`config.mk`:
```
export PLATFORM = sky130hd
export DESIGN_NAME = multadd_fp_ci_seq_flat
export DESIGN_NICKNAME = d
export VERILOG_FILES = /design/src/rtl/multadd_fp_ci_seq_if.sv /design/src/rtl/multadd_fp_ci_seq.sv /design/src/flat_wrapper.sv
export SDC_FILE = /design/constraint.sdc
export NUM_CORES = 1
export LEC_CHECK = 0
export ABC_CLOCK_PERIOD_IN_PS = 5200
export BUFFER_PORTS_ARGS = -buffer_cell sky130_fd_sc_hd__buf_2
export CAP_MARGIN = 0
export CORE_AREA = 2 2 181 183
export CTS_CLUSTER_DIAMETER = 200
export DETAILED_ROUTE_END_ITERATION = 10
export DIE_AREA = 0 0 183 185
export GPL_TIMING_DRIVEN = 0
export SETUP_SLACK_MARGIN = 0.2
export SLEW_MARGIN = 30
export SYNTH_ARGS = -nofsm -noshare
export SYNTH_HDL_FRONTEND = slang
export SYNTH_SLANG_ARGS = --single-unit
```
`constraint.sdc`:
```
create_clock -name clk -period 5.2 [get_ports clk]
set_input_delay 0.26 -clock clk [delete_from_list [all_inputs] [get_ports clk]]
set_output_delay 0.26 -clock clk [all_outputs]
set_load 0.01 [all_outputs]
```
`src/rtl/multadd_fp_ci_seq_if.sv`:
```
// multadd_fp_ci_seq_if
//   Bundles the signals of multadd_fp_ci_seq apart from clk/clr. These are
//   the input beat stream, the DSP control/data bus and the result stream.
//   slave  : the sequencer side (multadd_fp_ci_seq itself).
//   master : the environment side. It sources beats, models or wires the DSP,
//            and sinks results.
//   Signals:
//     in_valid/in_ready/in_a/in_b/in_first/in_last  input beat stream
//     ma_a/ma_b/ma_chainin/ma_ena/ma_clr0/ma_clr1    to the multadd_fp_ci DSP
//     ma_result                                      from the DSP
//     out_valid/out_ready/out_data/out_lane          completed sums
//     err_proto                                      sticky protocol error
//   LANE_W must equal the log2 of the sequencer's LATENCY.
interface multadd_fp_ci_seq_if #(
  parameter int LANE_W = 2
);
  logic              in_valid;
  logic              in_ready;
  logic [31:0]       in_a;
  logic [31:0]       in_b;
  logic              in_first;
  logic              in_last;
  logic [31:0]       ma_a;
  logic [31:0]       ma_b;
  logic [31:0]       ma_chainin;
  logic [2:0]        ma_ena;
  logic              ma_clr0;
  logic              ma_clr1;
  logic [31:0]       ma_result;
  logic              out_valid;
  logic              out_ready;
  logic [31:0]       out_data;
  logic [LANE_W-1:0] out_lane;
  logic              err_proto;

  modport slave (
    input  in_valid, in_a, in_b, in_first, in_last, ma_result, out_ready,
    output in_ready, ma_a, ma_b, ma_chainin, ma_ena, ma_clr0, ma_clr1,
           out_valid, out_data, out_lane, err_proto
  );

  modport master (
    output in_valid, in_a, in_b, in_first, in_last, ma_result, out_ready,
    input  in_ready, ma_a, ma_b, ma_chainin, ma_ena, ma_clr0, ma_clr1,
           out_valid, out_data, out_lane, err_proto
  );
endinterface

```
`src/rtl/multadd_fp_ci_seq.sv`:
```
// multadd_fp_ci_seq
//   Drives one multadd_fp_ci DSP in feedback mode, with fp32_result wired back
//   as the chain-in. It forms LATENCY interleaved fp32 dot products, one per
//   lane. Each pass of a frame carries one beat per lane, lanes 0..LATENCY-1
//   in order. Pass 0 starts from zero chain-in. Later passes add onto the
//   same lane's running sum, which leaves the DSP exactly LATENCY advances
//   after it was issued. Results of the final pass are queued in a
//   first-word-fall-through FIFO.
//   Ports:
//     clk  sole clock
//     clr  synchronous active-high reset. It also clears the DSP, one cycle
//          later, through ma_clr0/ma_clr1.
//     bus  multadd_fp_ci_seq_if.slave. It carries the input stream, the DSP
//          bus, the output stream and err_proto.
module multadd_fp_ci_seq #(
  parameter int LATENCY    = 4,
  parameter int FIFO_DEPTH = 8
) (
  input logic                clk,
  input logic                clr,
  multadd_fp_ci_seq_if.slave bus
);

  localparam int LANE_W = (LATENCY > 1) ? $clog2(LATENCY) : 1;
  localparam int PTR_W  = (FIFO_DEPTH > 1) ? $clog2(FIFO_DEPTH) : 1;
  localparam int CNT_W  = $clog2(FIFO_DEPTH + 1);
  localparam logic [LANE_W-1:0] LAST_LANE = LANE_W'(LATENCY - 1);
  localparam logic [PTR_W-1:0]  LAST_PTR  = PTR_W'(FIFO_DEPTH - 1);
  localparam logic [CNT_W-1:0]  FULL_CNT  = CNT_W'(FIFO_DEPTH);

  logic [LANE_W-1:0]  lane_cnt;
  logic               prev_first;
  logic               prev_last;
  logic               err_q;
  logic               clr_q;

  // Tag pipe. Index 0 is the newest entry. Index LATENCY-1 lines up with
  // the DSP output.
  logic [LATENCY-1:0] tag_valid;
  logic [LATENCY-1:0] tag_last;
  logic [LANE_W-1:0]  tag_lane [LATENCY];

  logic [31:0]        fifo_data [FIFO_DEPTH];
  logic [LANE_W-1:0]  fifo_lane [FIFO_DEPTH];
  logic [PTR_W-1:0]   wr_ptr;
  logic [PTR_W-1:0]   rd_ptr;
  logic [CNT_W-1:0]   fifo_cnt;

  logic fifo_full;
  logic fifo_nonempty;
  logic pop;
  logic space;
  logic issue;
  logic drain;
  logic adv;
  logic push;

  // Advance control. The DSP may only step when a result can be accepted at
  // its output. Bubbles are allowed only between frames, so that
  // the remaining final sums drain out. A bubble mid-frame would shift the
  // feedback alignment between passes.
  always_comb begin
    fifo_full     = (fifo_cnt == FULL_CNT);
    fifo_nonempty = (fifo_cnt != '0);
    pop           = fifo_nonempty & bus.out_ready;
    space         = ~fifo_full | pop;
    issue         = ~clr & space & bus.in_valid;
    drain         = ~clr & space & ~bus.in_valid & (lane_cnt == '0) &
                    prev_last & (|tag_valid);
    adv           = issue | drain;
    push          = adv & tag_valid[LATENCY-1] & tag_last[LATENCY-1];
  end

  assign bus.in_ready   = ~clr & space;
  assign bus.ma_a       = issue ? bus.in_a : 32'd0;
  assign bus.ma_b       = issue ? bus.in_b : 32'd0;
  assign bus.ma_chainin = (issue & ~bus.in_first) ? bus.ma_result : 32'd0;
  assign bus.ma_ena     = {3{adv}};
  assign bus.ma_clr0    = clr_q;
  assign bus.ma_clr1    = clr_q;
  assign bus.out_valid  = fifo_nonempty;
  assign bus.out_data   = fifo_nonempty ? fifo_data[rd_ptr] : 32'd0;
  assign bus.out_lane   = fifo_nonempty ? fifo_lane[rd_ptr] : '0;
  assign bus.err_proto  = err_q;

  // Delayed clear for the DSP. Its registers are wiped during the reset
  // cycles and one cycle beyond.
  always_ff @(posedge clk) begin
    clr_q <= clr;
  end

  // Lane counter and frame-flag tracking. A flag that changes anywhere other
  // than lane 0 marks a malformed pass. The beat is still processed.
  always_ff @(posedge clk) begin
    if (clr) begin
      lane_cnt   <= '0;
      prev_first <= 1'b0;
      prev_last  <= 1'b0;
      err_q      <= 1'b0;
    end else if (issue) begin
      lane_cnt   <= (lane_cnt == LAST_LANE) ? '0 : lane_cnt + LANE_W'(1);
      prev_first <= bus.in_first;
      prev_last  <= bus.in_last;
      if ((lane_cnt != '0) &&
          ((bus.in_first != prev_first) || (bus.in_last != prev_last)))
        err_q <= 1'b1;
    end
  end

  // Tag pipe control bits. They shift in lockstep with the DSP enable, and
  // a bubble enters as an invalid tag.
  always_ff @(posedge clk) begin
    if (clr) begin
      tag_valid <= '0;
      tag_last  <= '0;
    end else if (adv) begin
      for (int i = LATENCY - 1; i > 0; i--) begin
        tag_valid[i] <= tag_valid[i-1];
        tag_last[i]  <= tag_last[i-1];
      end
      tag_valid[0] <= issue;
      tag_last[0]  <= issue & bus.in_last;
    end
  end

  // Tag lane indices. These are meaningful only under a valid bit, so they
  // need no reset.
  always_ff @(posedge clk) begin
    if (adv) begin
      for (int i = LATENCY - 1; i > 0; i--)
        tag_lane[i] <= tag_lane[i-1];
      tag_lane[0] <= lane_cnt;
    end
  end

  // FIFO storage. Entries are written only on push, and reads are gated by
  // the occupancy count.
  always_ff @(posedge clk) begin
    if (push) begin
      fifo_data[wr_ptr] <= bus.ma_result;
      fifo_lane[wr_ptr] <= tag_lane[LATENCY-1];
    end
  end

  // FIFO pointers and occupancy. When the FIFO is full, a push can still
  // happen alongside a pop.
  always_ff @(posedge clk) begin
    if (clr) begin
      wr_ptr   <= '0;
      rd_ptr   <= '0;
      fifo_cnt <= '0;
    end else begin
      if (push)
        wr_ptr <= (wr_ptr == LAST_PTR) ? '0 : wr_ptr + PTR_W'(1);
      if (pop)
        rd_ptr <= (rd_ptr == LAST_PTR) ? '0 : rd_ptr + PTR_W'(1);
      if (push && !pop)
        fifo_cnt <= fifo_cnt + CNT_W'(1);
      else if (pop && !push)
        fifo_cnt <= fifo_cnt - CNT_W'(1);
    end
  end

endmodule

```
`src/flat_wrapper.sv`:
```
// flat-port wrapper written by rule: the top's interface ports become plain ports
module multadd_fp_ci_seq_flat 
#(
  parameter int LATENCY    = 4,
  parameter int FIFO_DEPTH = 8
)
  (clk, clr, bus_in_valid, bus_in_a, bus_in_b, bus_in_first, bus_in_last, bus_ma_result, bus_out_ready, bus_in_ready, bus_ma_a, bus_ma_b, bus_ma_chainin, bus_ma_ena, bus_ma_clr0, bus_ma_clr1, bus_out_valid, bus_out_data, bus_out_lane, bus_err_proto);
  multadd_fp_ci_seq_if #(.LANE_W(2)) bus_i ();
  input logic clk;
  input logic clr;
  input wire logic [$bits(bus_i.in_valid)-1:0] bus_in_valid;
  input wire logic [$bits(bus_i.in_a)-1:0] bus_in_a;
  input wire logic [$bits(bus_i.in_b)-1:0] bus_in_b;
  input wire logic [$bits(bus_i.in_first)-1:0] bus_in_first;
  input wire logic [$bits(bus_i.in_last)-1:0] bus_in_last;
  input wire logic [$bits(bus_i.ma_result)-1:0] bus_ma_result;
  input wire logic [$bits(bus_i.out_ready)-1:0] bus_out_ready;
  output wire logic [$bits(bus_i.in_ready)-1:0] bus_in_ready;
  output wire logic [$bits(bus_i.ma_a)-1:0] bus_ma_a;
  output wire logic [$bits(bus_i.ma_b)-1:0] bus_ma_b;
  output wire logic [$bits(bus_i.ma_chainin)-1:0] bus_ma_chainin;
  output wire logic [$bits(bus_i.ma_ena)-1:0] bus_ma_ena;
  output wire logic [$bits(bus_i.ma_clr0)-1:0] bus_ma_clr0;
  output wire logic [$bits(bus_i.ma_clr1)-1:0] bus_ma_clr1;
  output wire logic [$bits(bus_i.out_valid)-1:0] bus_out_valid;
  output wire logic [$bits(bus_i.out_data)-1:0] bus_out_data;
  output wire logic [$bits(bus_i.out_lane)-1:0] bus_out_lane;
  output wire logic [$bits(bus_i.err_proto)-1:0] bus_err_proto;
  assign bus_i.in_valid = bus_in_valid;
  assign bus_i.in_a = bus_in_a;
  assign bus_i.in_b = bus_in_b;
  assign bus_i.in_first = bus_in_first;
  assign bus_i.in_last = bus_in_last;
  assign bus_i.ma_result = bus_ma_result;
  assign bus_i.out_ready = bus_out_ready;
  assign bus_in_ready = bus_i.in_ready;
  assign bus_ma_a = bus_i.ma_a;
  assign bus_ma_b = bus_i.ma_b;
  assign bus_ma_chainin = bus_i.ma_chainin;
  assign bus_ma_ena = bus_i.ma_ena;
  assign bus_ma_clr0 = bus_i.ma_clr0;
  assign bus_ma_clr1 = bus_i.ma_clr1;
  assign bus_out_valid = bus_i.out_valid;
  assign bus_out_data = bus_i.out_data;
  assign bus_out_lane = bus_i.out_lane;
  assign bus_err_proto = bus_i.err_proto;
  multadd_fp_ci_seq #(.LATENCY(LATENCY), .FIFO_DEPTH(FIFO_DEPTH)) u_core (.clk(clk), .clr(clr), .bus(bus_i));
endmodule
```
==> metrics, run 1 <==
run status finished, final reports clean; CTS tree built; H-tree levels 1; top-count cell post-synth edfxtp_1; filler instances 2,690; total power 6.74 mW; Clk Latency, worst-skew pair 0.55 ns; Post-synth top flop edfxtp_1; pin count of the biggest net entering global routing 16; synthesized flop and latch total 307; number of gates resized after CTS 0; clk sinks 307; Netlist cell types 42; Int Power 4.91 mW; highest cell delay on the worst timing path 0.35 ns; fin crit period 2.86 ns; post-synthesis sequential area ratio 70.8%; CP Data Required Time 5.63 ns; pwr/cell area 420 nW/µm²; Initial Util 39.4%; fmax 0.350 GHz; layout cells sized above 1 42.4%; global placer's final weighted congestion 0.858; RSZ-0062 raised after global routing no; Worst Skew 0.0178 ns; Clock Path Buffers 3; Leakage 5.97 nW; Max IR drop VDD 0.230 mV; Final TNS setup 0 ns; power share of the combinational group 24.7%; max cap viols 0; Psw 1.84 mW; leading area contributor after synthesis edfxtp_1; # setup viols final 0; Total Routed Length 28.2 mm; area share of the leading cell type in the synthesized netlist 66.6%; synthesis-to-layout area growth 27.2%; Core ar. 32,000 µm²; vias per cell 4.98; Synth Cell Area 12,600 µm²; via count 7,249; Slew HR 45.8%; n_diodes 0; I/O Pins 240; Antenna Nets Post-Route 0; top cells by area, synth edfxtp_1, mux4_2, and2_1; Worst-Margin Slew 0.807 ns; Clock Tree Root clkbuf_16; Worst path slowest cell mux2_2; Fin. Hold Viols 0; most frequent cells after synthesis edfxtp_1, and2_1, mux4_2, nor2_1, mux2i_1; DRC violation count after routing 0; total gr overflow 0; area used by multi-input combinational logic 3450 µm²; die width 183 µm; clock-pin slew on the worst setup and hold paths 0.06 ns; Crit. End Element flip-flop; CTS Buf Count 31; Starting DRT DRC Count 390; die height 185 µm; initial antenna violation count 0; all-layer global routing usage 16.5%; PortBufs 239; drt pass-1 iters 4; startpoint types flip-flop; global-route wire length before repair 42.1 mm; Max Slew Vio Count 0; Switching Fraction 27.2%; worst path arrival time 3.29 ns; Total Nets Final 1,135; Worst Hold Class in -> reg; DP HPWL 20.2 mm; final worst path period share 54.9%; Register Area 8950 µm²; clock network fraction of total power 34.2%; CP Max Fanout 8; vias in the first global route 7,329; syn_nets 806; Avg WL per Cell 19.4 µm; Seq pwr share 41.0%; Syn Area/Cell 18.2 µm²; die area 33,900 µm²; EDFF count, synth 280; Syn. warnings 0; Async SR Flop Fraction 0%; crit-path cells inv_1, ha_1, nand2_1, o21ai_0, nand2_2, inv_1, ha_1, inv_1, ha_1, a21oi_1, a211oi_1, a31oi_1, mux2_2; critical path class reg -> reg; Gate Count Post-Synth 694; R2R setup slack 2.34 ns; Rows 66
## flip-flops by register name, indices dropped and copies added (netlist names), named ones only
signal                cells
u_core.tag_lane           8
u_core.prev_first         1
u_core.tag_valid          4
u_core.fifo_data        256
u_core.fifo_cnt           4
u_core.fifo_lane         16
u_core.prev_last          1
u_core.wr_ptr             3
u_core.bus.ma_clr0        1
u_core.bus.err_proto      1
u_core.lane_cnt           2
u_core.rd_ptr             3
u_core.tag_last           4
## stage by stage
stage                     hold WS [ns]  std cells  area (µm²)  worst slack (ns)  util (%)
after floorplan                  0.288        694       12600             0.420         -
after global placement           0.404       1341       14300             -3.43      44.7
after detailed placement         0.409       1380       14800              2.32      46.2
after CTS                     0.000941       1456       16100              2.29      50.1
after global routing            0.0163       1456       16100              2.04      50.1
final                           0.0225       1456       16100              2.34      50.1
## power groups by stage
stage / logic, mW / clock network, mW / registers (mW)
2_1_floorplan: 1.11 / 0 / 2.81
3_3_place_gp: 1.70 / 0 / 2.82
3_5_place_dp: 1.71 / 0 / 2.82
4_1_cts: 1.72 / 2.35 / 2.77
5_1_grt: 1.83 / 2.44 / 2.77
6_report: 1.67 / 2.31 / 2.77
## timing repair
item / in CTS / in global routing
hold endpoints to repair: 123 / 0
buffers inserted: 0 / 0
hold buffers: 18 / 0
## kinds of logic after synthesis
kind of cell / count (synthesis) / share of synthesized area [%]
simple gates: 192 / 8.63
xor+xnor: 4 / 0.277
flops: 307 / 70.8
mux: 117 / 16.0
fa+ha+maj: 10 / 1.05
compound gates: 17 / 0.872
buf+inv: 47 / 2.30
## critical path, delay by kind of cell, from the launching register on
kind,cells,cell delay [ns]
fa+ha+maj,3,0.67
flops,1,0.34
mux,1,0.35
buf+inv,3,0.28
simple gates,2,0.32
compound gates,4,0.78
## final cells by class
class                      instances  share of cell area [%]
sequential                       307                    55.7
multi-input combinational        340                    21.5
timing repair buffer             296                    11.1
clock buffer                      41                    5.38
tap                              408                    3.18
buffer                            41                    1.67
clock inverter                    17                    1.37
inverter                           6                   0.140
## cell usage in the layout, fill, tap and decap left out, drive strengths merged, types with 3 or more instances in the layout
| master | instances |
|---|---|
| buf | 302 |
| edfxtp | 280 |
| and2 | 96 |
| mux4 | 68 |
| clkbuf | 58 |
| nor2 | 53 |
| mux2i | 47 |
| dfxtp | 27 |
| dlygate4sd3 | 18 |
| nand2b | 14 |
| a21oi | 9 |
| ha | 9 |
| nand2 | 9 |
| clkinv | 9 |
| inv | 8 |
| nor3 | 7 |
| bufinv | 5 |
| o21ai | 4 |
| nor2b | 3 |
| xnor2 | 3 |
| or3 | 3 |
| nor4 | 3 |
## layer usage
layer | GRT usage (%) | wire length, µm | part of all wire [%]
met1 | 20.5 | 11400 | 40
met2 | 30.4 | 14700 | 52
met3 | 2.56 | 1650 | 5.9
met4 | 3.55 | 466 | 1.7
met5 | 0 | 0 | 0
## path summary, 6_finish.rpt
check,to,depth (start not counted),startpoint
min reg2reg,u_core.tag_lane[3][1]$_DFFE_PN_,0,u_core.tag_lane[2][1]$_DFFE_PN_
max reg2reg,u_core.fifo_cnt[3]$_SDFFE_PP0P_,13,u_core.lane_cnt[0]$_SDFFE_PP0N_
max,u_core.fifo_cnt[3]$_SDFFE_PP0P_,13,u_core.lane_cnt[0]$_SDFFE_PP0N_
min,u_core.fifo_data[5][20]$_DFFE_PP_,1,bus_ma_result[20]
(Power assumes the default switching activity.)
==> run 2, diff against run 1 <==
--- a/config.mk
+++ b/config.mk
@@ -5,13 +5,14 @@
 export SDC_FILE = /design/constraint.sdc
 export NUM_CORES = 1
 export LEC_CHECK = 0
-export ABC_CLOCK_PERIOD_IN_PS = 5200
+export ABC_AREA = 1
+export ABC_CLOCK_PERIOD_IN_PS = 2300
 export BUFFER_PORTS_ARGS = -buffer_cell sky130_fd_sc_hd__buf_2
 export CAP_MARGIN = 0
-export CORE_AREA = 2 2 181 183
+export CORE_AREA = 2 2 185 187
 export CTS_CLUSTER_DIAMETER = 200
 export DETAILED_ROUTE_END_ITERATION = 10
-export DIE_AREA = 0 0 183 185
+export DIE_AREA = 0 0 187 189
 export GPL_TIMING_DRIVEN = 0
 export SETUP_SLACK_MARGIN = 0.2
 export SLEW_MARGIN = 30
==> constraint.sdc (replaced) <==
create_clock -name clk -period 2.3 [get_ports clk]
set_input_delay 0.115 -clock clk [delete_from_list [all_inputs] [get_ports clk]]
set_output_delay 0.115 -clock clk [all_outputs]
set_load 0.01 [all_outputs]
==> run 2 against run 1 <==
  * Design area is 14% higher
  * Global-route usage is 3.7 points higher
  * Clock power is 120% higher
  * Synthesized cell count is 77% higher
  * Critical path depth is 3 lower
  * Flip-flop and latch count stayed put
  * First-iteration DRC count is 100% higher
  * Critical path type is now reg -> out
==> metrics, run 2 <==
run status finished, final reports clean; Setup WS post-layout 0.111 ns (-2.23 ns); Register Area 8960 µm² (+0.17%); Max IR drop VDD 0.504 mV (+120%); Total Nets Final 1,723 (+52%); PortBufs 239 (unchanged); initial antenna violation count 0 (unchanged); Netlist cell types 30 (-29%); Biggest register u_core.fifo_data; final worst path period share 95.2%; CTS tree built; Clock Tree Root clkbuf_16; Worst-Margin Slew 0.574 ns (-0.234 ns); CTS Buf Count 34 (+9.7%); die height 189 µm (+2.2%); Initial Util 39.4% (-0.044 points); Finished Layout Cells 2,082 (+43%); CP Max Fanout 10 (+2); RSZ-0062 raised after global routing yes; via count 10,200 (+41%); Synth Area in XOR/XNOR 0.200% (-0.077 points); clock-pin slew on the worst setup and hold paths 0.06 ns (about the same); Core ar. 33,300 µm² (+3.9%); all-layer global routing usage 20.2% (+3.7 points); global placer's final weighted congestion 0.864 (+0.73%); most frequent cells in the layout nor2_1, edfxtp_1, buf_2; CP Data Required Time 2.18 ns (-3.45 ns); vias in the first global route 9,798 (+34%); Syn. warnings 0 (unchanged); Top Registers u_core.fifo_data (256), u_core.fifo_lane (16), u_core.tag_lane (8); # setup viols final 0 (unchanged); post-synthesis compound-gate area fraction 9.74% (+8.9 points); syn_nets 1,341 (+66%); clk sinks 307 (unchanged); total gr overflow 0 (unchanged); leading area contributor after synthesis edfxtp_1; Worst Hold Class in -> reg; startpoint types flip-flop; max cap viols 0 (unchanged); Clock Path Buffers 3 (unchanged); critical path class reg -> out; commonest non-fill, non-tap cell in the layout nor2_1; Max Slew Vio Count 0 (unchanged); DRC violation count after routing 0 (unchanged); most frequent cells after synthesis nor2_1, edfxtp_1, o21ai_0, inv_1, nand2_1; Crit. End Element output port; EDFF count, synth 280 (unchanged); drt pass-1 iters 5 (+1); Antenna Nets Post-Route 0 (unchanged); Largest register FFs 256 (unchanged); Slew HR 61.7% (+16 points); pin count of the biggest net entering global routing 21 (+5); Leakage 7.48 nW (+25%); Clk Latency, worst-skew pair 0.51 ns (-0.04 ns); layout cells sized above 1 32.8% (-9.6 points); mux cell area share after synthesis 0% (-16 points); fin util 55.3% (+5.1 points); H-tree levels 2 (+1); Avg WL per Cell 18.0 µm (-7.2%); Rows 67 (+1.5%); largest family of logic cells by synthesized area simple AND/OR/NAND/NOR gates; post-synthesis sequential area ratio 68.3% (-2.6 points); die area 35,300 µm² (+4.4%); simple-gate share of the synthesized area 14.5% (+5.9 points); Syn Area/Cell 10.7 µm² (-41%); area share of the leading cell type in the synthesized netlist 64.2% (-2.4 points); placed cells 1,934 (+40%); pwr/cell area 1010 nW/µm² (+140%); die width 187 µm (+2.2%); Gate Count Post-Synth 1,229 (+77%); I/O Pins 240 (unchanged); Total Routed Length 37.4 mm (+33%); Fin. Hold Viols 0 (unchanged); Worst Skew 0.0109 ns (-0.00694 ns); Post-synth top flop edfxtp_1; global-route wire length before repair 55.2 mm (+31%); worst path arrival time 2.07 ns (-1.22 ns); synthesized flop and latch total 307 (unchanged); Synth Cell Area 13,100 µm² (+3.8%); Setup WS pre-CTS -0.115 ns (-2.43 ns); top cells by area, synth edfxtp_1, nor2_1, o21ai_0; Starting DRT DRC Count 788 (+100%); adder-cell share of the synthesized area 1.01% (-0.038 points); total power 18.5 mW (+170%); area used by multi-input combinational logic 3820 µm² (+11%); top-count cell post-synth nor2_1; fmax 0.457 GHz; Async SR Flop Fraction 0% (unchanged); Final TNS setup 0 ns (unchanged); DP HPWL 23.8 mm (+18%); fin crit period 2.19 ns; vias per cell 4.90 (-1.6%); filler instances 2,809 (+4.4%); synthesis-to-layout area growth 40.3%
[run 2: critical path, stage by stage (launching register included)]
cell     delay [ns]
dfxtp_4        0.39
buf_8          0.14
buf_12         0.14
buf_12         0.15
nor2_1         0.06
nor2_1         0.10
o21ai_1        0.09
o21ai_1        0.09
nor2_1         0.07
nor2_2         0.17
buf_2          0.16
[run 2: final timing paths]
path | slack (ns) | from | depth (start not counted) | endpoint
max | 0.11 | flip-flop | 10 | bus_out_data[0]
min | 0.09 | bus_out_ready | 4 | flip-flop
max reg2reg | 0.17 | u_core.fifo_cnt[1]$_SDFFE_PP0P_ | 16 | u_core.fifo_cnt[3]$_SDFFE_PP0P_
min reg2reg | 0.42 | u_core.tag_lane[2][1]$_DFFE_PN_ | 0 | u_core.tag_lane[3][1]$_DFFE_PN_
[run 2: cell families after synthesis]
family | Yosys count
AO/OA/AOI/OAI | 254
XOR/XNOR | 3
adder cells (fa/ha/maj) | 10
buffers and inverters | 194
flip-flops | 307
AND/OR/NAND/NOR | 461
[run 2: power by group]
group,internal (mW),switching (mW)
sequential,6.22,0.0957
clock,3.05,2.11
combinational,2.69,4.32
total,12.0,6.53
[run 2: per-layer routing]
| metal | global-route usage, % | vias to the layer above | share of wire, % |
|---|---|---|---|
| li1 | - | 4886 | - |
| met5 | 0 | - | 0 |
| met3 | 2.56 | 61 | 5.7 |
| met2 | 36.6 | 393 | 51 |
| met4 | 6.04 | 0 | 2.6 |
| met1 | 25.3 | 4858 | 40 |
[run 2: per-stage QoR]
stage / hold WS [ns] / instance area [µm²]
5_1_grt: 0.145 / 18400
3_3_place_gp: 0.359 / 15000
4_1_cts: 0.0784 / 17600
6_report: 0.0910 / 18400
3_5_place_dp: 0.362 / 15300
2_1_floorplan: 0.143 / 13200
[run 2: area by class of cell]
cell class,count,share of cell area [%]
inverter,124,2.62
multi-input combinational,728,20.8
clock buffer,44,5.23
sequential,307,48.7
timing repair buffer,346,15.2
antenna,1,0.0136
tap,448,3.05
buffer,70,3.82
clock inverter,14,0.504
[run 2: timing repair]
item                                    in CTS  in global routing
gates resized for setup                    221                155
endpoints found under the setup margin     300                204
endpoints found under the hold margin      265                  0
hold buffers                                38                  0
pin swaps                                   35                 49
gates cloned                                 4                  6
setup buffers                               20                 21
